## src/rtl/traffic_light_monitor_if.sv

```systemverilog
// Bus between the intersection controller/supervisor (master) and the
// traffic_light_monitor checker (slave).
interface traffic_light_monitor_if #(
    parameter int unsigned CYC_W = 16
);
    logic [2:0]       lights_in;
    logic             clear_fault;
    logic             fault;
    logic [2:0]       fault_code;
    logic             phase_ok;
    logic [1:0]       cur_phase;
    logic [CYC_W-1:0] cycle_count;
    logic             safe_flash;

    modport master (
        output lights_in,
        output clear_fault,
        input  fault,
        input  fault_code,
        input  phase_ok,
        input  cur_phase,
        input  cycle_count,
        input  safe_flash
    );

    modport slave (
        input  lights_in,
        input  clear_fault,
        output fault,
        output fault_code,
        output phase_ok,
        output cur_phase,
        output cycle_count,
        output safe_flash
    );
endinterface

```

## src/rtl/traffic_light_monitor.sv

```systemverilog
// Independent checker for the RED->GREEN->YELLOW lights bus: legality, order and dwell.
// Optional fault flash request is built only when TLM_FLASH_OVERRIDE_EN is defined.
module traffic_light_monitor #(
    parameter int unsigned PHASE_TICKS = 10000000,
    parameter int unsigned TOL_TICKS   = 16,
    parameter int unsigned CNT_W       = 24,
    parameter int unsigned CYC_W       = 16,
    parameter int unsigned FLASH_TICKS = 5000000
) (
    input  logic                   clk,
    input  logic                   rst,
    traffic_light_monitor_if.slave bus
);

    typedef enum logic [1:0] {
        S_SYNC,
        S_TRACK,
        S_FAULT
    } state_t;

    typedef enum logic [2:0] {
        FC_NONE    = 3'd0,
        FC_ILLEGAL = 3'd1,
        FC_BAD_SEQ = 3'd2,
        FC_SHORT   = 3'd3,
        FC_LONG    = 3'd4
    } fcode_t;

    typedef enum logic [1:0] {
        P_NONE   = 2'd0,
        P_RED    = 2'd1,
        P_GREEN  = 2'd2,
        P_YELLOW = 2'd3
    } phase_t;

    localparam logic [2:0] L_RED    = 3'b100;
    localparam logic [2:0] L_GREEN  = 3'b001;
    localparam logic [2:0] L_YELLOW = 3'b010;

    localparam logic [CNT_W-1:0] DWELL_MIN   = CNT_W'(PHASE_TICKS - TOL_TICKS);
    localparam logic [CNT_W-1:0] DWELL_LIMIT = CNT_W'(PHASE_TICKS + TOL_TICKS + 1);

    if (CNT_W < $clog2(PHASE_TICKS + TOL_TICKS + 2)) begin : g_bad_cnt_w
        $error("CNT_W cannot hold PHASE_TICKS+TOL_TICKS+1");
    end
    if (TOL_TICKS >= PHASE_TICKS) begin : g_bad_tol
        $error("TOL_TICKS must be below PHASE_TICKS");
    end
    if (FLASH_TICKS == 0) begin : g_bad_flash
        $error("FLASH_TICKS must be at least 1");
    end

    function automatic phase_t phase_of(input logic [2:0] code);
        case (code)
            L_RED:    return P_RED;
            L_GREEN:  return P_GREEN;
            L_YELLOW: return P_YELLOW;
            default:  return P_NONE;
        endcase
    endfunction

    state_t           state_q, state_d;
    logic [2:0]       lights_q;
    logic [CNT_W-1:0] dwell_q, dwell_step, dwell_d;
    logic             seen_q;
    logic             fault_q, fault_d;
    fcode_t           code_q, code_d;
    logic             pok_q, pok_d;
    phase_t           phase_q, phase_d;
    logic [CYC_W-1:0] cyc_q, cyc_d;

    logic   legal_in, changed, seq_ok, clear_dwell;
    logic   violation;
    fcode_t cause;

    assign legal_in = (bus.lights_in == L_RED) || (bus.lights_in == L_GREEN) ||
                      (bus.lights_in == L_YELLOW);
    assign changed  = (bus.lights_in != lights_q);
    assign seq_ok   = ((lights_q == L_RED)    && (bus.lights_in == L_GREEN))  ||
                      ((lights_q == L_GREEN)  && (bus.lights_in == L_YELLOW)) ||
                      ((lights_q == L_YELLOW) && (bus.lights_in == L_RED));

    // Counts samples of the current value; dwell_q before a reload is the measured phase length.
    assign dwell_step = changed ? CNT_W'(1)
                                : ((dwell_q == '1) ? dwell_q : dwell_q + 1'b1);
    assign dwell_d    = clear_dwell ? '0 : dwell_step;

    always_ff @(posedge clk) begin
        if (rst) begin
            state_q <= S_SYNC;
        end else begin
            state_q <= state_d;
        end
    end

    always_comb begin
        state_d     = state_q;
        fault_d     = fault_q;
        code_d      = code_q;
        pok_d       = 1'b0;
        phase_d     = phase_q;
        cyc_d       = cyc_q;
        clear_dwell = 1'b0;
        violation   = 1'b0;
        cause       = FC_NONE;

        case (state_q)
            S_SYNC: begin
                // seen_q keeps the reset value of lights_q from counting as a sample.
                if (!legal_in) begin
                    violation = 1'b1;
                    cause     = FC_ILLEGAL;
                end else if (seen_q && changed) begin
                    state_d = S_TRACK;
                    phase_d = phase_of(bus.lights_in);
                end
            end
            S_TRACK: begin
                if (!legal_in) begin
                    violation = 1'b1;
                    cause     = FC_ILLEGAL;
                end else if (changed && !seq_ok) begin
                    violation = 1'b1;
                    cause     = FC_BAD_SEQ;
                end else if (changed && (dwell_q < DWELL_MIN)) begin
                    violation = 1'b1;
                    cause     = FC_SHORT;
                end else if (!changed && (dwell_step >= DWELL_LIMIT)) begin
                    violation = 1'b1;
                    cause     = FC_LONG;
                end else if (changed) begin
                    pok_d   = 1'b1;
                    phase_d = phase_of(bus.lights_in);
                    if (lights_q == L_YELLOW) begin
                        cyc_d = cyc_q + 1'b1;
                    end
                end
            end
            S_FAULT: begin
                if (bus.clear_fault) begin
                    state_d     = S_SYNC;
                    fault_d     = 1'b0;
                    code_d      = FC_NONE;
                    cyc_d       = '0;
                    clear_dwell = 1'b1;
                end
            end
            default: begin
                state_d = S_SYNC;
            end
        endcase

        if (violation) begin
            state_d = S_FAULT;
            fault_d = 1'b1;
            code_d  = cause;
            phase_d = P_NONE;
        end
    end

    always_ff @(posedge clk) begin
        if (rst) begin
            lights_q <= '0;
            dwell_q  <= '0;
            seen_q   <= 1'b0;
            fault_q  <= 1'b0;
            code_q   <= FC_NONE;
            pok_q    <= 1'b0;
            phase_q  <= P_NONE;
            cyc_q    <= '0;
        end else begin
            lights_q <= bus.lights_in;
            dwell_q  <= dwell_d;
            seen_q   <= 1'b1;
            fault_q  <= fault_d;
            code_q   <= code_d;
            pok_q    <= pok_d;
            phase_q  <= phase_d;
            cyc_q    <= cyc_d;
        end
    end

    assign bus.fault       = fault_q;
    assign bus.fault_code  = code_q;
    assign bus.phase_ok    = pok_q;
    assign bus.cur_phase   = phase_q;
    assign bus.cycle_count = cyc_q;

`ifdef TLM_FLASH_OVERRIDE_EN
    localparam int unsigned FL_W = $clog2(FLASH_TICKS + 1);

    logic [FL_W-1:0] flash_cnt_q;
    logic            flash_q;

    // Starts high on the fault-entry edge, then holds each level for FLASH_TICKS clocks.
    always_ff @(posedge clk) begin
        if (rst || (state_d != S_FAULT)) begin
            flash_q     <= 1'b0;
            flash_cnt_q <= '0;
        end else if (state_q != S_FAULT) begin
            flash_q     <= 1'b1;
            flash_cnt_q <= FL_W'(1);
        end else if (flash_cnt_q == FL_W'(FLASH_TICKS)) begin
            flash_q     <= ~flash_q;
            flash_cnt_q <= FL_W'(1);
        end else begin
            flash_cnt_q <= flash_cnt_q + 1'b1;
        end
    end

    assign bus.safe_flash = flash_q;
`else
    assign bus.safe_flash = 1'b0;
`endif

endmodule

```

## src/flat_wrapper.sv

```systemverilog
// flat-port wrapper written by rule: the top's interface ports become plain ports
module traffic_light_monitor_flat 
#(
    parameter int unsigned PHASE_TICKS = 10000000,
    parameter int unsigned TOL_TICKS   = 16,
    parameter int unsigned CNT_W       = 24,
    parameter int unsigned CYC_W       = 16,
    parameter int unsigned FLASH_TICKS = 5000000
)
  (clk, rst, bus_lights_in, bus_clear_fault, bus_fault, bus_fault_code, bus_phase_ok, bus_cur_phase, bus_cycle_count, bus_safe_flash);
  traffic_light_monitor_if #(.CYC_W(CYC_W)) bus_i ();
  input  logic clk;
  input  logic rst;
  input wire logic [$bits(bus_i.lights_in)-1:0] bus_lights_in;
  input wire logic [$bits(bus_i.clear_fault)-1:0] bus_clear_fault;
  output wire logic [$bits(bus_i.fault)-1:0] bus_fault;
  output wire logic [$bits(bus_i.fault_code)-1:0] bus_fault_code;
  output wire logic [$bits(bus_i.phase_ok)-1:0] bus_phase_ok;
  output wire logic [$bits(bus_i.cur_phase)-1:0] bus_cur_phase;
  output wire logic [$bits(bus_i.cycle_count)-1:0] bus_cycle_count;
  output wire logic [$bits(bus_i.safe_flash)-1:0] bus_safe_flash;
  assign bus_i.lights_in = bus_lights_in;
  assign bus_i.clear_fault = bus_clear_fault;
  assign bus_fault = bus_i.fault;
  assign bus_fault_code = bus_i.fault_code;
  assign bus_phase_ok = bus_i.phase_ok;
  assign bus_cur_phase = bus_i.cur_phase;
  assign bus_cycle_count = bus_i.cycle_count;
  assign bus_safe_flash = bus_i.safe_flash;
  traffic_light_monitor #(.PHASE_TICKS(PHASE_TICKS), .TOL_TICKS(TOL_TICKS), .CNT_W(CNT_W), .CYC_W(CYC_W), .FLASH_TICKS(FLASH_TICKS)) u_core (.clk(clk), .rst(rst), .bus(bus_i));
endmodule
```

## config.mk

```make
export PLATFORM = sky130hd
export DESIGN_NAME = traffic_light_monitor_flat
export DESIGN_NICKNAME = d
export VERILOG_FILES = /design/src/rtl/traffic_light_monitor_if.sv /design/src/rtl/traffic_light_monitor.sv /design/src/flat_wrapper.sv
export SDC_FILE = /design/constraint.sdc
export NUM_CORES = 1
export LEC_CHECK = 0
export BUFFER_PORTS_ARGS = -buffer_cell sky130_fd_sc_hd__clkbuf_2
export CORE_UTILIZATION = 59
export DETAILED_ROUTE_END_ITERATION = 12
export PLACE_DENSITY = 0.8
export SLEW_MARGIN = 20
export SYNTH_ARGS = -nofsm -noshare
export SYNTH_HDL_FRONTEND = slang
export SYNTH_SLANG_ARGS = --single-unit
```

## constraint.sdc

```tcl
create_clock -name clk -period 3.55 [get_ports clk]
set_input_delay 0 -clock clk [delete_from_list [all_inputs] [get_ports clk]]
set_output_delay 0 -clock clk [all_outputs]
set_load 0.01 [all_outputs]
```

==> results of run 1 <==
-- flip-flops by register name (all words and copies together), names as in the netlist --
signal,flops
u_core.dwell_q,24
u_core.bus.phase_ok,1
u_core.state_q,2
u_core.seen_q,1
u_core.bus.cur_phase,2
u_core.bus.fault_code,3
u_core.bus.cycle_count,16
u_core.lights_q,3
u_core.bus.fault,1
-- per-layer routing --
metal / vias to the layer above / track usage (%) / wire, um
li1: 1353 / - / -
met1: 1296 / 32.5 / 3050
met2: 70 / 47.5 / 3310
met3: 11 / 3.84 / 243
met4: 0 / 10.0 / 123
met5: - / 0 / 0
-- final timing paths --
kind / endpoint / cells after the start
setup / recovery: u_core.bus.fault_code[2] / 10
hold / removal: u_core.lights_q[0] / 2
setup reg to reg: u_core.bus.fault_code[2] / 10
hold reg to reg: u_core.bus.cur_phase[1] / 2
-- worst max-delay path: stages (launching register included) --
cell      delay (ns)
dfxtp_1         0.44
ha_1            0.30
nand3_1         0.22
nor4_4          0.44
a21boi_0        0.23
a21boi_0        0.31
o22ai_1         0.17
a211oi_1        0.32
a41oi_2         0.21
a31oi_1         0.31
o21ai_0         0.13
-- per-stage QoR --
step / total power (W) / hold WS [ns]
final: 0.00107 / 0.0214
after global routing: 0.00111 / 0.0256
after CTS: 0.00108 / 0.00442
after detailed placement: 0.000722 / 0.297
after global placement: 0.000719 / 0.299
after floorplan: 0.000696 / 0.210
-- power by group through the flow --
stage,sequential (W),combinational (W),clock [W]
CTS,0.000617,0.0000934,0.000366
detailed placement,0.000631,0.0000908,0
finish,0.000617,0.0000938,0.000355
global route,0.000619,0.000103,0.000385
global placement,0.000630,0.0000890,0
floorplan,0.000631,0.0000655,0
-- placed cells by master (no fill, tap or decap), types with 2 or more instances in the layout --
master	n
a311oi_1	2
o22ai_1	5
o21a_1	3
nand3_2	2
nor2_1	53
dfxtp_1	53
nand4_1	8
clkbuf_2	28
and3_1	10
buf_4	2
nor4b_1	2
a31o_2	2
clkbuf_8	5
inv_1	7
a211oi_1	3
clkinv_4	2
xor2_1	11
nand3_1	19
nor3_1	14
nor4_1	8
nand2b_1	3
a41oi_2	2
a21oi_1	8
or3_1	6
dlygate4sd3_1	2
nor3b_1	5
ha_1	2
xnor2_1	29
and4_1	5
a31oi_1	6
a211o_1	2
nand2_1	29
nor2b_1	5
nand3b_1	2
a21boi_0	2
a21o_1	2
o21ai_0	10
o31ai_1	4
-- cells by family (layout without fill, tap and decap cells) --
| logic type | Yosys count | count (layout) | synth area share (%) |
|---|---|---|---|
| other | 1 | 1 | 0.125 |
| XOR/XNOR | 40 | 40 | 11.6 |
| buffers and inverters | 26 | 47 | 3.70 |
| AO/OA/AOI/OAI | 64 | 64 | 15.9 |
| AND/OR/NAND/NOR | 181 | 181 | 32.2 |
| multiplexers | 1 | 1 | 0.333 |
| flip-flops | 53 | 53 | 35.3 |
| adder cells (fa/ha/maj) | 2 | 2 | 0.832 |
-- area by class of cell --
cell class                 count  area [um2]  share of cell area (%)
clock buffer                   5        68.8                    2.10
clock inverter                 3        26.3                   0.802
inverter                       7        26.3                   0.802
multi-input combinational    289        1840                    56.0
sequential                    53        1060                    32.4
tap                           67        83.8                    2.56
timing repair buffer          32         175                    5.35
==> impl_metrics.yaml, run 1 <==
clock_tree:
  cts_max_level: 2
  clock_latency_ns: 0.31
  holdBufCountCts: 2
  post_cts_resize_count: 0
  clk_pin_slew_ns: 0.10
  clockBufferDepth: 2
  cts_num_sinks: 53
  cts-root-buf: "clkbuf_8"
  tritoncts: "done"
  numCtsBuffers: 5
  post-cts-setup-buffers: 0
synthesis:
  ys_async_sr_fraction_pct: 0
  yosysWarnings: 0
  netlist_instances: 368
  yosysTopAreaCell: "dfxtp_1"
  synth_flop_cell: "dfxtp_1"
  synth_top_area_share_pct: 35.3
  yosys-top-cells-area: "dfxtp_1, xnor2_1, nor2_1"
  synth_edf_count: 0
  netlist_area_mm2: 0.00301
  avgSynthCellArea_um2: 8.17
  syn_nets: 376
  synth_common_cells: "dfxtp_1, nor2_1, nand2_1, xnor2_1, nand3_1"
  ys_seq_area_share_pct: 35.3
  ys_ff_latch: 53
  synth_cell_types: 61
die:
  die_area_mm2: 0.00539
  initial_core_util_pct: 62.4
  rows: 25
  num_io_pins: 30
  die_w_um: 73.4
  core_mm2: 0.00482
  die_y_um: 73.4
routing:
  dr.pass1.iters: 5
  finalWirelength_mm: 6.73
  vias: 2730
  viasPerCell: 5.99
  wire_per_inst_um: 14.8
  drtIter0Drc: 119
  ant_nets: 0
  drc_errors: 0
worst_hold_path:
  hold_class: "input pin to flop"
  worstHoldStart: "bus_lights_in[0]"
critical_path:
  r2r-start: "u_core.dwell_q[0]"
  arrival_ns: 3.39
  reg2reg_slack_ns: 0.36
  worstSetupStartpointType: "flop"
  cp_max_fo: 7
  required_ns: 3.74
  end_kind: "flop"
  critPathLaunch: "u_core.dwell_q[0]"
  critical_path_class: "flop to flop"
finish:
  layoutNonFillerInstCount: 456
  antenna_cells: 0
  utilization_pct: 68.0
  drive_gt1_share_pct: 13.9
  nFillCells: 405
  area_growth_pct: 8.94
  nets: 396
  finalInstanceArea_mm2: 0.00328
status:
  status: "finished clean"
power:
  p_int_w: 0.000786
  powerDensity_mw_per_mm2: 325
  switchingPower_w: 0.000281
  clock_power_share_pct: 33.3
  seq_power_share_pct: 57.9
  switching_share_pct: 26.3
  power_leakage_nw: 1.12
  peakVddDrop_mv: 0.223
  p_comb_share_pct: 8.8
timing:
  finalSetupViolations: 0
  final.period_utilization_pct: 90.0
  fin_tns_setup_ns: 0
  maxSlewHeadroom_pct: 54.7
  fin_ws_ns: 0.357
  clock.fmax_mhz: 313
  finalClockSkew_ns: 0.00551
  tightestPinTransition_ns: 0.678
  maxSlewViolCount: 0
  finalHoldViolations: 0
  period_needed_ns: 3.19
  rsz0062_at_grt: "no"
job:
  drv_cap: 0
grt:
  antenna_found_initial: 0
  grt_pass1_vias: 2460
  grt_start_max_net_pins: 20
  grt_pass1_wl_mm: 11.1
  gr-total-overflow: 0
  grtUsageTotal_pct: 26.7
placed_design:
  post-place-ws_ns: 0.469
  dp_cells: 446
  dp_hpwl_mm: 4.96
  port_buffers: 28
  gp_congestion: 0.914
  detailed_place.area_mm2: 0.00316
Note: power is estimated with default switching activity, not from simulation.
==> inputs of run 2 (changes only) <==
Settings changed: CELL_PAD_IN_SITES_DETAIL_PLACEMENT set to 0, CELL_PAD_IN_SITES_GLOBAL_PLACEMENT set to 2, CORE_UTILIZATION 59 to 35, PLACE_DENSITY 0.8 to not set, PLACE_DENSITY_LB_ADDON set to 0.1.
==> run 2 against run 1 <==
  * First-iteration DRC count decreased by 32%
  * Global-route usage decreased by 8.5 points
  * Routed wire length up 15%
  * Critical endpoint is now u_core.bus.fault_code[0]
  * Total power is 8.2% higher
  * Largest cell class unchanged
==> impl_metrics.yaml, run 2 (synthesized netlist as in run 1, its figures left out) <==
die:
  core_mm2: 0.00826
  die_area_mm2: 0.00897
  num_io_pins: 30
  die_w_um: 94.7
  die_y_um: 94.7
  rows: 33
  initial_core_util_pct: 36.4
placed_design:
  dp_hpwl_mm: 5.74
  gp_congestion: 0.792
  port_buffers: 28
timing:
  rsz0062_at_grt: "no"
  final.period_utilization_pct: 88.1
  finalSetupViolations: 0
  maxSlewHeadroom_pct: 52.3
  fin_tns_setup_ns: 0
  period_needed_ns: 3.13
  finalHoldViolations: 0
  tightestPinTransition_ns: 0.714
  finalClockSkew_ns: 0.00507
  maxSlewViolCount: 0
  clock.fmax_mhz: 320
finish:
  antenna_cells: 0
  nets: 397
  seq_area_mm2: 0.00106
  drive_gt1_share_pct: 14.4
  multiInputGateArea_mm2: 0.00184
  area_growth_pct: 11.5
  utilization_pct: 40.6
  final_cell_mix: "nor2_1, dfxtp_1, nand2_1, xnor2_1, clkbuf_2"
  nFillCells: 884
  largest_reg_flops: 24
  regMostFlops: "u_core.dwell_q"
critical_path:
  r2r-end: "u_core.bus.fault_code[0]"
  cp_top_family: "compound AO/OA/AOI/OAI gates"
  required_ns: 3.74
  cp_max_fo: 7
  path_cells: "ha_1 > nand3_1 > nor4_4 > a21boi_0 > a21boi_0 > o22ai_1 > a211oi_1 > a41oi_2 > a31oi_1 > o21ai_0"
  cpMostUsedCell: "a21boi_0"
  worstSetupStartpointType: "flop"
  crit_buf_inv: 0
  critPathMaxStageDelay_ns: 0.46
  r2r-start: "u_core.dwell_q[0]"
  reg2reg_slack_ns: 0.42
  worstRegToRegCells: 10
  end_kind: "flop"
  arrival_ns: 3.32
  critical_path_class: "flop to flop"
  cpMaxStageDelayCell: "nor4_4"
worst_hold_path:
  worstHoldStart: "bus_clear_fault"
  hold_class: "input pin to flop"
  min_path_cells: 3
  min_to: "u_core.state_q[1]"
clock_tree:
  numCtsBuffers: 5
  clock_latency_ns: 0.31
  cts_num_sinks: 53
  cts_max_level: 2
  post-cts-setup-buffers: 0
  cts-root-buf: "clkbuf_8"
  clockBufferDepth: 2
  clk_pin_slew_ns: 0.10
  tritoncts: "done"
routing:
  viasPerCell: 5.32
  vias: 2635
  dr.pass1.iters: 4
  drtIter0Drc: 81
  wire_per_inst_um: 15.6
  ant_nets: 0
  drc_errors: 0
  finalWirelength_mm: 7.72
grt:
  grt_start_max_net_pins: 21
  grt_pass1_vias: 2583
  gr-total-overflow: 0
  antenna_found_initial: 0
  grtUsageTotal_pct: 18.2
  grt_pass1_wl_mm: 12.7
power:
  peakVddDrop_mv: 0.145
  power_leakage_nw: 1.14
  powerDensity_mw_per_mm2: 344
status:
  status: "finished clean"
job:
  drv_cap: 0
run 2: cell types whose count changed in the layout (fill, tap and decap cells not counted):
cell | previous run | this run
inv_6 | 1 | 0
clkbuf_8 | 5 | 6
dlygate4sd3_1 | 2 | 1
bufinv_16 | 0 | 1
clkinvlp_4 | 0 | 1
clkinv_4 | 2 | 0
buf_4 | 2 | 4
run 2: worst max path at each step:
stage | from | endpoint | cells after the start
floorplan | u_core.dwell_q[0] | u_core.bus.fault_code[0] | 10
global placement | u_core.dwell_q[0] | u_core.bus.fault_code[0] | 10
detailed placement | u_core.dwell_q[0] | u_core.state_q[1] | 10
CTS | u_core.dwell_q[0] | u_core.state_q[1] | 10
global route | u_core.dwell_q[0] | u_core.bus.fault_code[0] | 10
finish | u_core.dwell_q[0] | u_core.bus.fault_code[0] | 10
run 2: metrics by stage:
| stage | setup WS [ns] | instances | hold slack (ns) | area, um2 | power, W |
|---|---|---|---|---|---|
| 3_3_place_gp | 0.585 | 486 | 0.324 | 3220 | 0.000725 |
| 6_report | 0.421 | 495 | 0.00910 | 3350 | 0.00115 |
| 3_5_place_dp | 0.479 | 486 | 0.334 | 3220 | 0.000725 |
| 4_1_cts | 0.431 | 495 | 0.000885 | 3350 | 0.00117 |
| 2_1_floorplan | 0.850 | 368 | 0.210 | 3010 | 0.000696 |
| 5_1_grt | 0.0954 | 495 | 0.0148 | 3350 | 0.00120 |
run 2: per-layer routing:
| metal | wire, um | vias to the layer above | global-route usage (%) |
|---|---|---|---|
| met2 | 3810 | 40 | 32.0 |
| met3 | 155 | 10 | 2.25 |
| met1 | 3640 | 1224 | 22.7 |
| met5 | 0 | - | 0 |
| li1 | - | 1361 | - |
| met4 | 120 | 0 | 6.57 |
run 2: worst min-delay path, delay by kind of cell:
family / cells / cell delay [ns]
buf+inv: 1 / 0.09
simple gates: 1 / 0.04
compound gates: 1 / 0.15
run 2: where the power goes:
group	internal [W]	switching, W
Clock	0.000230	0.000213
Combinational	0.0000355	0.0000583
Sequential	0.000606	0.0000116
run 2: what timing repair did:
action | in CTS | in global routing
setup endpoints to repair | 0 | 0
hold endpoints to repair | 4 | 0
resized for setup | 0 | 0
hold buffers | 1 | 0
run 2: area by class of cell:
class	count	area share [%]
clock inverter	2	1.12
timing repair buffer	33	5.37
sequential	53	31.6
inverter	7	0.783
tap	105	3.92
multi-input combinational	289	54.7
clock buffer	6	2.46
